--- src/rtl/mem_arb_pkg.sv ---
// Shared types and helpers for the instruction/data RAM port arbiter.
package mem_arb_pkg;

  localparam int unsigned DATA_W     = 32;
  localparam int unsigned WORD_BYTES = 4;

  // Which requester owns the read data returning from the RAM this cycle
  typedef enum logic [1:0] {
    OWN_NONE = 2'd0,
    OWN_IF   = 2'd1,
    OWN_MEM  = 2'd2
  } owner_t;

  // Access is bad when it falls outside the RAM or is not word aligned
  function automatic logic is_bad_addr(input logic [DATA_W-1:0] addr,
                                       input int unsigned addr_w);
    logic [DATA_W-1:0] upper;
    upper = addr >> (addr_w + $clog2(WORD_BYTES));
    return (upper != '0) || (addr[1:0] != 2'b00);
  endfunction

endpackage

--- src/rtl/mem_port_arbiter_if.sv ---
// Requester and RAM-side signals of the shared RAM port arbiter.
interface mem_port_arbiter_if #(
  parameter int unsigned ADDR_W = 10
);
  logic              if_req;
  logic [31:0]       if_addr;
  logic              if_flush;
  logic              if_gnt;
  logic              if_stall;
  logic              if_rvalid;
  logic [31:0]       if_rdata;

  logic              mem_req;
  logic              mem_we;
  logic [31:0]       mem_addr;
  logic [31:0]       mem_wdata;
  logic              mem_gnt;
  logic              mem_stall;
  logic              mem_rvalid;
  logic [31:0]       mem_rdata;
  logic              mem_err;

  logic              ram_en;
  logic              ram_we;
  logic [ADDR_W-1:0] ram_addr;
  logic [31:0]       ram_wdata;
  logic [31:0]       ram_rdata;

  // Arbiter side
  modport slave (
    input  if_req, if_addr, if_flush,
    output if_gnt, if_stall, if_rvalid, if_rdata,
    input  mem_req, mem_we, mem_addr, mem_wdata,
    output mem_gnt, mem_stall, mem_rvalid, mem_rdata, mem_err,
    output ram_en, ram_we, ram_addr, ram_wdata,
    input  ram_rdata
  );

  // Pipeline stages and RAM side
  modport master (
    output if_req, if_addr, if_flush,
    input  if_gnt, if_stall, if_rvalid, if_rdata,
    output mem_req, mem_we, mem_addr, mem_wdata,
    input  mem_gnt, mem_stall, mem_rvalid, mem_rdata, mem_err,
    input  ram_en, ram_we, ram_addr, ram_wdata,
    output ram_rdata
  );
endinterface

--- src/rtl/mem_arb_prio.sv ---
// Winner select between fetch and load/store.
// Default: MEM has priority, a starvation counter forces one IF win after
// STARVE_MAX consecutive IF losses.
// MEM_ARB_ROUND_ROBIN_EN: round-robin on contested cycles, no counter.
module mem_arb_prio #(
  parameter int unsigned STARVE_MAX = 4
) (
  input  logic clk,
  input  logic reset,
  input  logic if_req,
  input  logic mem_req,
  output logic if_win_c,
  output logic mem_win_c
);

`ifdef MEM_ARB_ROUND_ROBIN_EN
  logic last_if_q;
  logic contested_c;

  // Loser of the last contested cycle wins the next contested one
  always_comb begin
    contested_c = if_req & mem_req;
    if_win_c    = contested_c ? ~last_if_q : if_req;
    mem_win_c   = mem_req & ~if_win_c;
  end

  // Last-winner register, updated only when both requested
  always_ff @(posedge clk) begin
    if (reset) last_if_q <= 1'b1;
    else if (contested_c) last_if_q <= if_win_c;
  end
`else
  localparam int unsigned CNT_W = 4;

  logic [CNT_W-1:0] cnt_q;
  logic [CNT_W-1:0] cnt_d;
  logic             force_if_c;

  // Fixed MEM priority, overridden once IF has lost STARVE_MAX times in a row
  always_comb begin
    force_if_c = (cnt_q == CNT_W'(STARVE_MAX));
    if_win_c   = if_req & (~mem_req | force_if_c);
    mem_win_c  = mem_req & ~if_win_c;
    cnt_d      = (~if_req | if_win_c) ? '0 : cnt_q + CNT_W'(1);
  end

  // Starvation counter
  always_ff @(posedge clk) begin
    if (reset) cnt_q <= '0;
    else       cnt_q <= cnt_d;
  end
`endif

endmodule

--- src/rtl/mem_port_arbiter.sv ---
// Shares one single-port synchronous RAM between the IF and MEM stages.
// Grants and the RAM port are combinational; read data returns one cycle
// after the grant and is routed to the owner recorded at grant time.
// Optional: MEM_ARB_ROUND_ROBIN_EN selects round-robin arbitration.
module mem_port_arbiter
  import mem_arb_pkg::*;
#(
  parameter int unsigned ADDR_W     = 10,
  parameter int unsigned STARVE_MAX = 4
) (
  input logic               clk,
  input logic               reset,
  mem_port_arbiter_if.slave bus
);

  logic        if_req_c;
  logic        mem_req_c;
  logic        if_win_c;
  logic        mem_win_c;
  logic        any_win_c;
  logic        win_bad_c;
  logic        port_en_c;
  logic [31:0] win_addr_c;
  owner_t      owner_d;
  owner_t      owner_q;
  logic        bad_q;
  logic        err_q;
  logic [31:0] resp_data_c;
  logic        if_rvalid_c;
  logic        mem_rvalid_c;
  logic [31:0] if_rdata_q;
  logic [31:0] mem_rdata_q;

  // Requests are ignored while reset is held so every output stays 0
  assign if_req_c  = bus.if_req & ~reset;
  assign mem_req_c = bus.mem_req & ~reset;

  mem_arb_prio #(
    .STARVE_MAX(STARVE_MAX)
  ) u_prio (
    .clk      (clk),
    .reset    (reset),
    .if_req   (if_req_c),
    .mem_req  (mem_req_c),
    .if_win_c (if_win_c),
    .mem_win_c(mem_win_c)
  );

  // Grant, stall and RAM port drive from the winner
  always_comb begin
    any_win_c     = if_win_c | mem_win_c;
    win_addr_c    = mem_win_c ? bus.mem_addr : bus.if_addr;
    win_bad_c     = any_win_c & is_bad_addr(win_addr_c, ADDR_W);
    port_en_c     = any_win_c & ~win_bad_c;
    bus.if_gnt    = if_win_c;
    bus.mem_gnt   = mem_win_c;
    bus.if_stall  = if_req_c & ~if_win_c;
    bus.mem_stall = mem_req_c & ~mem_win_c;
    bus.ram_en    = port_en_c;
    bus.ram_we    = port_en_c & mem_win_c & bus.mem_we;
    bus.ram_addr  = port_en_c ? win_addr_c[ADDR_W+1:2] : '0;
    bus.ram_wdata = (port_en_c & mem_win_c & bus.mem_we) ? bus.mem_wdata : '0;
  end

  // Owner of next cycle's read data; a fetch flushed at grant gets none
  always_comb begin
    owner_d = OWN_NONE;
    if (if_win_c & ~bus.if_flush)   owner_d = OWN_IF;
    else if (mem_win_c & ~bus.mem_we) owner_d = OWN_MEM;
  end

  // Response routing; bad reads return zero, flush drops a due fetch
  always_comb begin
    resp_data_c    = bad_q ? '0 : bus.ram_rdata;
    if_rvalid_c    = (owner_q == OWN_IF) & ~bus.if_flush & ~reset;
    mem_rvalid_c   = (owner_q == OWN_MEM) & ~reset;
    bus.if_rvalid  = if_rvalid_c;
    bus.mem_rvalid = mem_rvalid_c;
    bus.if_rdata   = reset ? '0 : (if_rvalid_c ? resp_data_c : if_rdata_q);
    bus.mem_rdata  = reset ? '0 : (mem_rvalid_c ? resp_data_c : mem_rdata_q);
    bus.mem_err    = err_q & ~reset;
  end

  // Response owner, error pulse and read-data hold registers
  always_ff @(posedge clk) begin
    if (reset) begin
      owner_q     <= OWN_NONE;
      bad_q       <= 1'b0;
      err_q       <= 1'b0;
      if_rdata_q  <= '0;
      mem_rdata_q <= '0;
    end else begin
      owner_q     <= owner_d;
      bad_q       <= win_bad_c;
      err_q       <= win_bad_c;
      if_rdata_q  <= if_rvalid_c ? resp_data_c : if_rdata_q;
      mem_rdata_q <= mem_rvalid_c ? resp_data_c : mem_rdata_q;
    end
  end

endmodule

--- src/flat_wrapper.sv ---
// flat-port wrapper written by rule: the top's interface ports become plain ports
module mem_port_arbiter_flat import mem_arb_pkg::*;
#(
  parameter int unsigned ADDR_W     = 10,
  parameter int unsigned STARVE_MAX = 4
)
  (clk, reset, bus_if_req, bus_if_addr, bus_if_flush, bus_if_gnt, bus_if_stall, bus_if_rvalid, bus_if_rdata, bus_mem_req, bus_mem_we, bus_mem_addr, bus_mem_wdata, bus_mem_gnt, bus_mem_stall, bus_mem_rvalid, bus_mem_rdata, bus_mem_err, bus_ram_en, bus_ram_we, bus_ram_addr, bus_ram_wdata, bus_ram_rdata);
  mem_port_arbiter_if #(.ADDR_W(ADDR_W)) bus_i ();
  input logic clk;
  input logic reset;
  input wire logic [$bits(bus_i.if_req)-1:0] bus_if_req;
  input wire logic [$bits(bus_i.if_addr)-1:0] bus_if_addr;
  input wire logic [$bits(bus_i.if_flush)-1:0] bus_if_flush;
  output wire logic [$bits(bus_i.if_gnt)-1:0] bus_if_gnt;
  output wire logic [$bits(bus_i.if_stall)-1:0] bus_if_stall;
  output wire logic [$bits(bus_i.if_rvalid)-1:0] bus_if_rvalid;
  output wire logic [$bits(bus_i.if_rdata)-1:0] bus_if_rdata;
  input wire logic [$bits(bus_i.mem_req)-1:0] bus_mem_req;
  input wire logic [$bits(bus_i.mem_we)-1:0] bus_mem_we;
  input wire logic [$bits(bus_i.mem_addr)-1:0] bus_mem_addr;
  input wire logic [$bits(bus_i.mem_wdata)-1:0] bus_mem_wdata;
  output wire logic [$bits(bus_i.mem_gnt)-1:0] bus_mem_gnt;
  output wire logic [$bits(bus_i.mem_stall)-1:0] bus_mem_stall;
  output wire logic [$bits(bus_i.mem_rvalid)-1:0] bus_mem_rvalid;
  output wire logic [$bits(bus_i.mem_rdata)-1:0] bus_mem_rdata;
  output wire logic [$bits(bus_i.mem_err)-1:0] bus_mem_err;
  output wire logic [$bits(bus_i.ram_en)-1:0] bus_ram_en;
  output wire logic [$bits(bus_i.ram_we)-1:0] bus_ram_we;
  output wire logic [$bits(bus_i.ram_addr)-1:0] bus_ram_addr;
  output wire logic [$bits(bus_i.ram_wdata)-1:0] bus_ram_wdata;
  input wire logic [$bits(bus_i.ram_rdata)-1:0] bus_ram_rdata;
  assign bus_i.if_req = bus_if_req;
  assign bus_i.if_addr = bus_if_addr;
  assign bus_i.if_flush = bus_if_flush;
  assign bus_if_gnt = bus_i.if_gnt;
  assign bus_if_stall = bus_i.if_stall;
  assign bus_if_rvalid = bus_i.if_rvalid;
  assign bus_if_rdata = bus_i.if_rdata;
  assign bus_i.mem_req = bus_mem_req;
  assign bus_i.mem_we = bus_mem_we;
  assign bus_i.mem_addr = bus_mem_addr;
  assign bus_i.mem_wdata = bus_mem_wdata;
  assign bus_mem_gnt = bus_i.mem_gnt;
  assign bus_mem_stall = bus_i.mem_stall;
  assign bus_mem_rvalid = bus_i.mem_rvalid;
  assign bus_mem_rdata = bus_i.mem_rdata;
  assign bus_mem_err = bus_i.mem_err;
  assign bus_ram_en = bus_i.ram_en;
  assign bus_ram_we = bus_i.ram_we;
  assign bus_ram_addr = bus_i.ram_addr;
  assign bus_ram_wdata = bus_i.ram_wdata;
  assign bus_i.ram_rdata = bus_ram_rdata;
  mem_port_arbiter #(.ADDR_W(ADDR_W), .STARVE_MAX(STARVE_MAX)) u_core (.clk(clk), .reset(reset), .bus(bus_i));
endmodule
--- config.mk ---
export PLATFORM = sky130hd
export DESIGN_NAME = mem_port_arbiter_flat
export DESIGN_NICKNAME = d
export VERILOG_FILES = /design/src/rtl/mem_arb_pkg.sv /design/src/rtl/mem_port_arbiter_if.sv /design/src/rtl/mem_arb_prio.sv /design/src/rtl/mem_port_arbiter.sv /design/src/flat_wrapper.sv
export SDC_FILE = /design/constraint.sdc
export NUM_CORES = 1
export LEC_CHECK = 0
export CAP_MARGIN = 10
export CORE_UTILIZATION = 31
export CTS_BUF_LIST = sky130_fd_sc_hd__clkbuf_4
export DETAILED_ROUTE_END_ITERATION = 12
export PLACE_DENSITY = 0.89
export REMOVE_ABC_BUFFERS = 1
export SLEW_MARGIN = 30
export SYNTH_ARGS = -nofsm -noshare
export SYNTH_HDL_FRONTEND = slang
export SYNTH_SLANG_ARGS = --single-unit
export TNS_END_PERCENT = 1
--- constraint.sdc ---
create_clock -name clk -period 1.75 [get_ports clk]
set_input_delay 0.2625 -clock clk [delete_from_list [all_inputs] [get_ports clk]]
set_output_delay 0.2625 -clock clk [all_outputs]
set_load 0.02 [all_outputs]
==> results.py, run 1 <==
metrics = {
    "sta": {
        "setup_ws_ns": -0.618,
        "setup_tns_ns": -44.79,
        "fin_skew_ns": 0.00995,
        "drv_slew": 0,
        "post-route-period-util": 1.35,
        "worstMarginPinSlew_ns": 0.532,
        "setup_viol": 113,
        "fmax_ghz": 0.422,
        "rsz0062_at_grt": "yes",
        "period_needed_ns": 2.37,
        "hold_viol": 0,
        "slew-limit-headroom": 0.645,
    },
    "outcome": {
        "violations": "negative setup slack",
        "outcome": "complete, but fails checks",
    },
    "logic_synthesis": {
        "synth_top_area_frac": 0.434,
        "yosysTopAreaCell": "dfxtp_1",
        "syn_inst": 389,
        "synth-main-ff-cell": "dfxtp_1",
        "async_reset_ff_frac": 0,
        "synth_edf_count": 0,
        "yosys.cell_types.count": 32,
        "yosysSeqAreaShare": 0.434,
        "synth_area_sq_um": 3280,
        "ys_warn_count": 0,
        "ys_ff_latch": 71,
        "synth_area_per_cell_sq_um": 8.42,
        "ys_top_cells_by_area": "dfxtp_1 43%, nand3b_1 7.6%, o21a_1 7.3%",
    },
    "place": {
        "place_area_sq_um": 6040,
        "place_hpwl_mm": 9.18,
        "port_buffers": 248,
        "place_congestion": 0.842,
        "post-place-ws_ns": -1.08,
        "dp_cells": 771,
    },
    "critical_path": {
        "cp_max_fo": 11,
        "critPathRequiredTime_ns": 1.49,
        "crit_path_start_kind": "input port",
        "critPathKind": "input port to output port",
        "end_kind": "output port",
        "crit_arrival_ns": 2.11,
    },
    "drt": {
        "wl_per_cell_um": 16.4,
        "drt_iter0_drc": 176,
        "via_per_inst": 4.83,
        "drc": 0,
        "ant_nets": 0,
        "finalWirelength_mm": 13.1,
        "firstDrtPassIters": 4,
        "num_vias": 3852,
    },
    "clocking": {
        "clkTransAtPathRegs_ns": 0.11,
        "clk_latency_ns": 0.43,
        "cts_tree": "done",
        "clock_sinks": 71,
        "htreeDepth": 3,
        "clockBufferDepth": 2,
        "cts_inserted_buffers": 9,
        "cts-root-buf": "clkbuf_4",
    },
    "floorplan": {
        "die_w_um": 105,
        "initial_core_util": 0.319,
        "row_count": 37,
        "num_io_pins": 249,
        "die_y_um": 105,
        "core-area_sq_um": 10300,
        "dieArea_sq_um": 11000,
    },
    "final_layout": {
        "stdcell_area_sq_um": 6610,
        "final_net_count": 793,
        "n_antenna_cell": 0,
        "stdcell_count": 798,
        "layout-drive-gt1-share": 0.394,
        "syn_to_final_growth_pct": 102,
    },
    "pwr": {
        "cellInternalPower_mw": 2.67,
        "p_switching_mw": 0.864,
        "pwr-share-seq": 0.468,
        "power_mw": 3.54,
        "vdd_drop_max_mv": 0.353,
        "p_sw_frac": 0.244,
        "power_density_nw_per_um2": 535,
        "clock_power_share": 0.334,
        "combPwrFrac": 0.197,
        "leakage_nw": 2.74,
    },
    "flow_run": {
        "maxCapViolations": 0,
    },
    "global_routing": {
        "met2_usage": 0.440,
        "grt_max_degree": 67,
        "grt-ovfl-total": 0,
        "grt_use_total": 0.226,
        "grt_pass1_vias": 3876,
        "antenna_found_initial": 0,
        "busiest_layer": "met2",
        "use_met1": 0.219,
        "grt_pass1_wl_mm": 19.2,
        "grtUsageMet3": 0.0643,
    },
    "worst_hold_path": {
        "min-delay-path-class": "input port to register",
    },
}
[layout by cell type, fill, tap and decap left out, types with 11 or more instances in the layout]
cell               n
nand2_1           36
nor2_1            21
o21ai_2           21
and2_4            27
clkdlybuf4s50_1  130
nand3b_1          33
o21ai_1           11
dfxtp_1           67
clkbuf_4          11
o21a_1            32
nor2_2            20
buf_6             82
buf_4             60
nand2b_1          31
[sequential cells by signal (all words and copies together), names as in the netlist]
| signal | flops |
|---|---|
| u_core.bad_q | 1 |
| u_core.if_rdata_q | 32 |
| u_core.mem_rdata_q | 32 |
| u_core.owner_q | 2 |
| u_core.u_prio.cnt_q | 4 |
[layer usage]
layer	part of all wire	up-vias
li1	-	1858
met1	0.34	1788
met2	0.56	178
met3	0.070	28
met4	0.030	0
met5	0	-
[stage by stage]
| step | hold slack (ns) | utilization |
|---|---|---|
| 6_report | 0.416 | 0.644 |
| 5_1_grt | 0.374 | 0.644 |
| 4_1_cts | 0.378 | 0.605 |
| 3_5_place_dp | 0.474 | 0.587 |
| 3_3_place_gp | 0.468 | 0.587 |
| 2_1_floorplan | 0.335 | - |
[logic make-up (layout without fill, tap and decap cells)]
kind of cell             after synthesis  in the layout  synth area share
XOR/XNOR                               2              2           0.00535
buffers and inverters                 37            310            0.0527
AO/OA/AOI/OAI                         76             76             0.154
adder cells (fa/ha/maj)                2              2           0.00764
flip-flops                            71             71             0.434
AND/OR/NAND/NOR                      201            201             0.347
[synthesized netlist by cell type (2+ instances only)]
library cell,number
a22o_1,10
and2_1,33
buf_1,4
buf_2,6
buf_6,3
clkbuf_1,15
dfxtp_1,71
ha_1,2
inv_1,8
nand2_1,37
nand2b_1,33
nand3_1,2
nand3b_1,33
nand4_1,2
nor2_1,42
nor2b_1,3
nor4_1,9
o21a_1,32
o21ai_0,27
o21ai_1,5
[timing repair]
action / CTS / global route
setup buffers: 6 / 2
pin swaps: 17 / 36
cloned: 3 / 1
hold buffers: 0 / 0
gates resized for setup: 682 / 121
setup endpoints to repair: 115 / 115
[critical path, cell delays in order]
cell and delay, ns:
clkdlybuf4s50_1 0.40, nor4_1 0.32, nand4_1 0.22, buf_4 0.20, nor3_1 0.17, buf_4 0.20, a22o_1 0.19, buf_6 0.13
[path summary, 6_finish.rpt]
| check | end | depth (start not counted) | slack, ns | startpoint |
|---|---|---|---|---|
| hold / removal | u_core.owner_q[0] | 2 | 0.42 | bus_if_flush |
| setup reg to reg | u_core.if_rdata_q[5] | 4 | 0.27 | u_core.owner_q[1] |
| hold reg to reg | u_core.if_rdata_q[22] | 2 | 0.49 | u_core.if_rdata_q[22] |
| setup / recovery | bus_ram_addr[5] | 8 | -0.62 | bus_mem_addr[12] |
[layout make-up]
class / instances / area (sq um)
fillers: 788 / 3660
clock inverters: 5 / 72.6
multi-input cells: 281 / 1970
inverters: 8 / 30.0
well taps: 136 / 170
flip-flops and latches: 71 / 1430
repair buffers: 286 / 2860
clock buffers: 11 / 82.6
[power by group through the flow]
stage / Sequential [mW] / Combinational (mW) / Clock [mW]
after detailed placement: 1.69 / 0.648 / 0
after global routing: 1.66 / 0.739 / 1.31
after CTS: 1.66 / 0.676 / 1.22
after floorplan: 1.69 / 0.180 / 0
final: 1.66 / 0.697 / 1.18
after global placement: 1.69 / 0.634 / 0
No activity file was read; power rests on OpenSTA's default activity.
==> run 2: changes to the inputs <==
- CORE_AREA: default -> 2 2 97 99
- CORE_UTILIZATION: 31 -> default
- DIE_AREA: default -> 0 0 99 101
- DONT_BUFFER_PORTS: default -> 1
- PLACE_DENSITY: 0.89 -> 0.64
==> results.py, run 2 (same netlist as run 1, synthesis figures left out) <==
metrics = {
    "drt": {
        "num_vias": 3067,
        "ant_nets": 0,
        "drc": 0,
        "firstDrtPassIters": 4,
        "wl_per_cell_um": 19.8,
        "drt_iter0_drc": 170,
        "via_per_inst": 5.25,
        "finalWirelength_mm": 11.6,
    },
    "sta": {
        "worstMarginPinSlew_ns": 0.644,
        "rsz0062_at_grt": "yes",
        "post-route-period-util": 1.32,
        "drv_slew": 0,
        "fin_skew_ns": 0.0202,
        "period_needed_ns": 2.31,
        "fmax_ghz": 0.433,
        "slew-limit-headroom": 0.569,
        "setup_ws_ns": -0.562,
        "hold_viol": 0,
        "setup_viol": 111,
        "hold_ws_ns": 0.0404,
    },
    "clocking": {
        "clkTransAtPathRegs_ns": 0.12,
        "cts-root-buf": "clkbuf_4",
        "cts_inserted_buffers": 9,
        "clock_sinks": 71,
        "clk_latency_ns": 0.42,
        "htreeDepth": 3,
        "cts_tree": "done",
        "clockBufferDepth": 2,
    },
    "final_layout": {
        "layout_common_cells": "68 x buf_4, 68 x dfxtp_1, 36 x nand2_1",
        "fillCellCount": 880,
        "syn_to_final_growth_pct": 37.9,
        "utilization": 0.503,
        "stdcell_area_sq_um": 4520,
        "reg_top3": "u_core.if_rdata_q: 32 flops, u_core.mem_rdata_q: 32 flops, u_core.u_prio.cnt_q: 4 flops",
        "layout-drive-gt1-share": 0.382,
        "final_net_count": 600,
    },
    "global_routing": {
        "grt_pass1_vias": 2820,
        "grt_use_total": 0.208,
        "grt_max_degree": 66,
        "grt-ovfl-total": 0,
        "antenna_found_initial": 4,
        "grt_pass1_wl_mm": 15.7,
    },
    "place": {
        "port_buffers": 0,
        "place_area_sq_um": 3940,
        "post-place-ws_ns": -0.530,
        "place_congestion": 1.11,
        "place_hpwl_mm": 8.04,
    },
    "critical_path": {
        "critPathRequiredTime_ns": 1.49,
        "end_kind": "output port",
        "crit_arrival_ns": 2.05,
        "critPathKind": "register to output port",
        "cp_max_fo": 8,
        "crit_path_start_kind": "register",
    },
    "pwr": {
        "vdd_drop_max_mv": 0.374,
        "power_mw": 3.24,
        "power_density_nw_per_um2": 717,
        "leakage_nw": 1.83,
    },
    "outcome": {
        "outcome": "complete, but fails checks",
        "violations": "negative setup slack",
    },
    "floorplan": {
        "row_count": 35,
        "num_io_pins": 249,
        "core-area_sq_um": 8980,
        "dieArea_sq_um": 10000,
        "die_y_um": 101,
        "initial_core_util": 0.365,
        "die_w_um": 99,
    },
    "worst_hold_path": {
        "min-delay-path-class": "input port to register",
    },
    "flow_run": {
        "maxCapViolations": 0,
    },
}
-- run 2: changes by cell type in the layout (fill, tap and decap cells not counted), sizes merged --
cell,delta
clkdlybuf4s50,-130
diode,+4
dlygate4sd2,-2
clkinvlp,+1
clkbuf,-1
clkdlybuf4s15,-1
buf,-69
inv,+3
clkinv,-2
dlygate4sd3,+7
dlymetal6s4s,+1
-- run 2: critical path, cell delays in order, from the launching register on --
cell,delay [ns]
dfxtp_2,0.36
inv_2,0.04
ha_4,0.14
nand3b_1,0.11
o21ai_2,0.09
buf_6,0.13
nor4_4,0.21
buf_6,0.18
buf_12,0.13
and2_4,0.13
buf_6,0.12
-- run 2: layer usage --
metal  routed length (um)  global-route usage  vias up  share of wire
met5                    0                   0        -              0
met4                  324               0.112        0          0.028
met3                  905              0.0548       18          0.078
met2                 5670               0.342      151           0.49
met1                 4690               0.249     1430           0.40
li1                     -                   -     1468              -
-- run 2: cell type report --
| cell class | instances | area (sq um) | area share |
|---|---|---|---|
| antenna | 4 | 10.0 | 0.00222 |
| clock buffer | 9 | 67.6 | 0.0150 |
| clock inverter | 7 | 103 | 0.0227 |
| inverter | 8 | 37.5 | 0.00831 |
| multi-input combinational | 281 | 1880 | 0.416 |
| sequential | 71 | 1430 | 0.316 |
| tap | 111 | 139 | 0.0308 |
| timing repair buffer | 93 | 856 | 0.190 |
-- run 2: report_power, final --
part / leakage, nW / total [mW] / internal, mW / switching (mW)
sequential: 0.576 / 1.66 / 1.65 / 0.00926
clock: 0.0876 / 1.25 / 0.596 / 0.654
combinational: 1.17 / 0.333 / 0.153 / 0.179
total: 1.83 / 3.24 / 2.40 / 0.843
-- run 2: worst paths after layout --
| path | from | endpoint | slack, ns | depth (start not counted) |
|---|---|---|---|---|
| max | u_core.u_prio.cnt_q[1] | bus_ram_wdata[28] | -0.56 | 10 |
| min | bus_ram_rdata[11] | u_core.if_rdata_q[11] | 0.04 | 2 |
| max reg2reg | u_core.owner_q[1] | u_core.if_rdata_q[7] | 0.16 | 5 |
| min reg2reg | u_core.if_rdata_q[15] | u_core.if_rdata_q[15] | 0.49 | 2 |
-- run 2: what timing repair did --
| action | CTS | global route |
|---|---|---|
| gates resized for setup | 69 | 62 |
| setup buffers | 0 | 3 |
| pin swaps | 2 | 27 |
| setup endpoints to repair | 120 | 117 |
| hold buffers | 7 | 1 |
| cloned | 0 | 2 |
| hold endpoints to repair | 16 | 1 |
-- run 2: metrics by stage --
step / TNS, ns / cells
6_report: -37.84 / 584
5_1_grt: -49.97 / 582
4_1_cts: -44.88 / 574
3_5_place_dp: -17.89 / 551
3_3_place_gp: -16.08 / 551
2_1_floorplan: -87.81 / 360
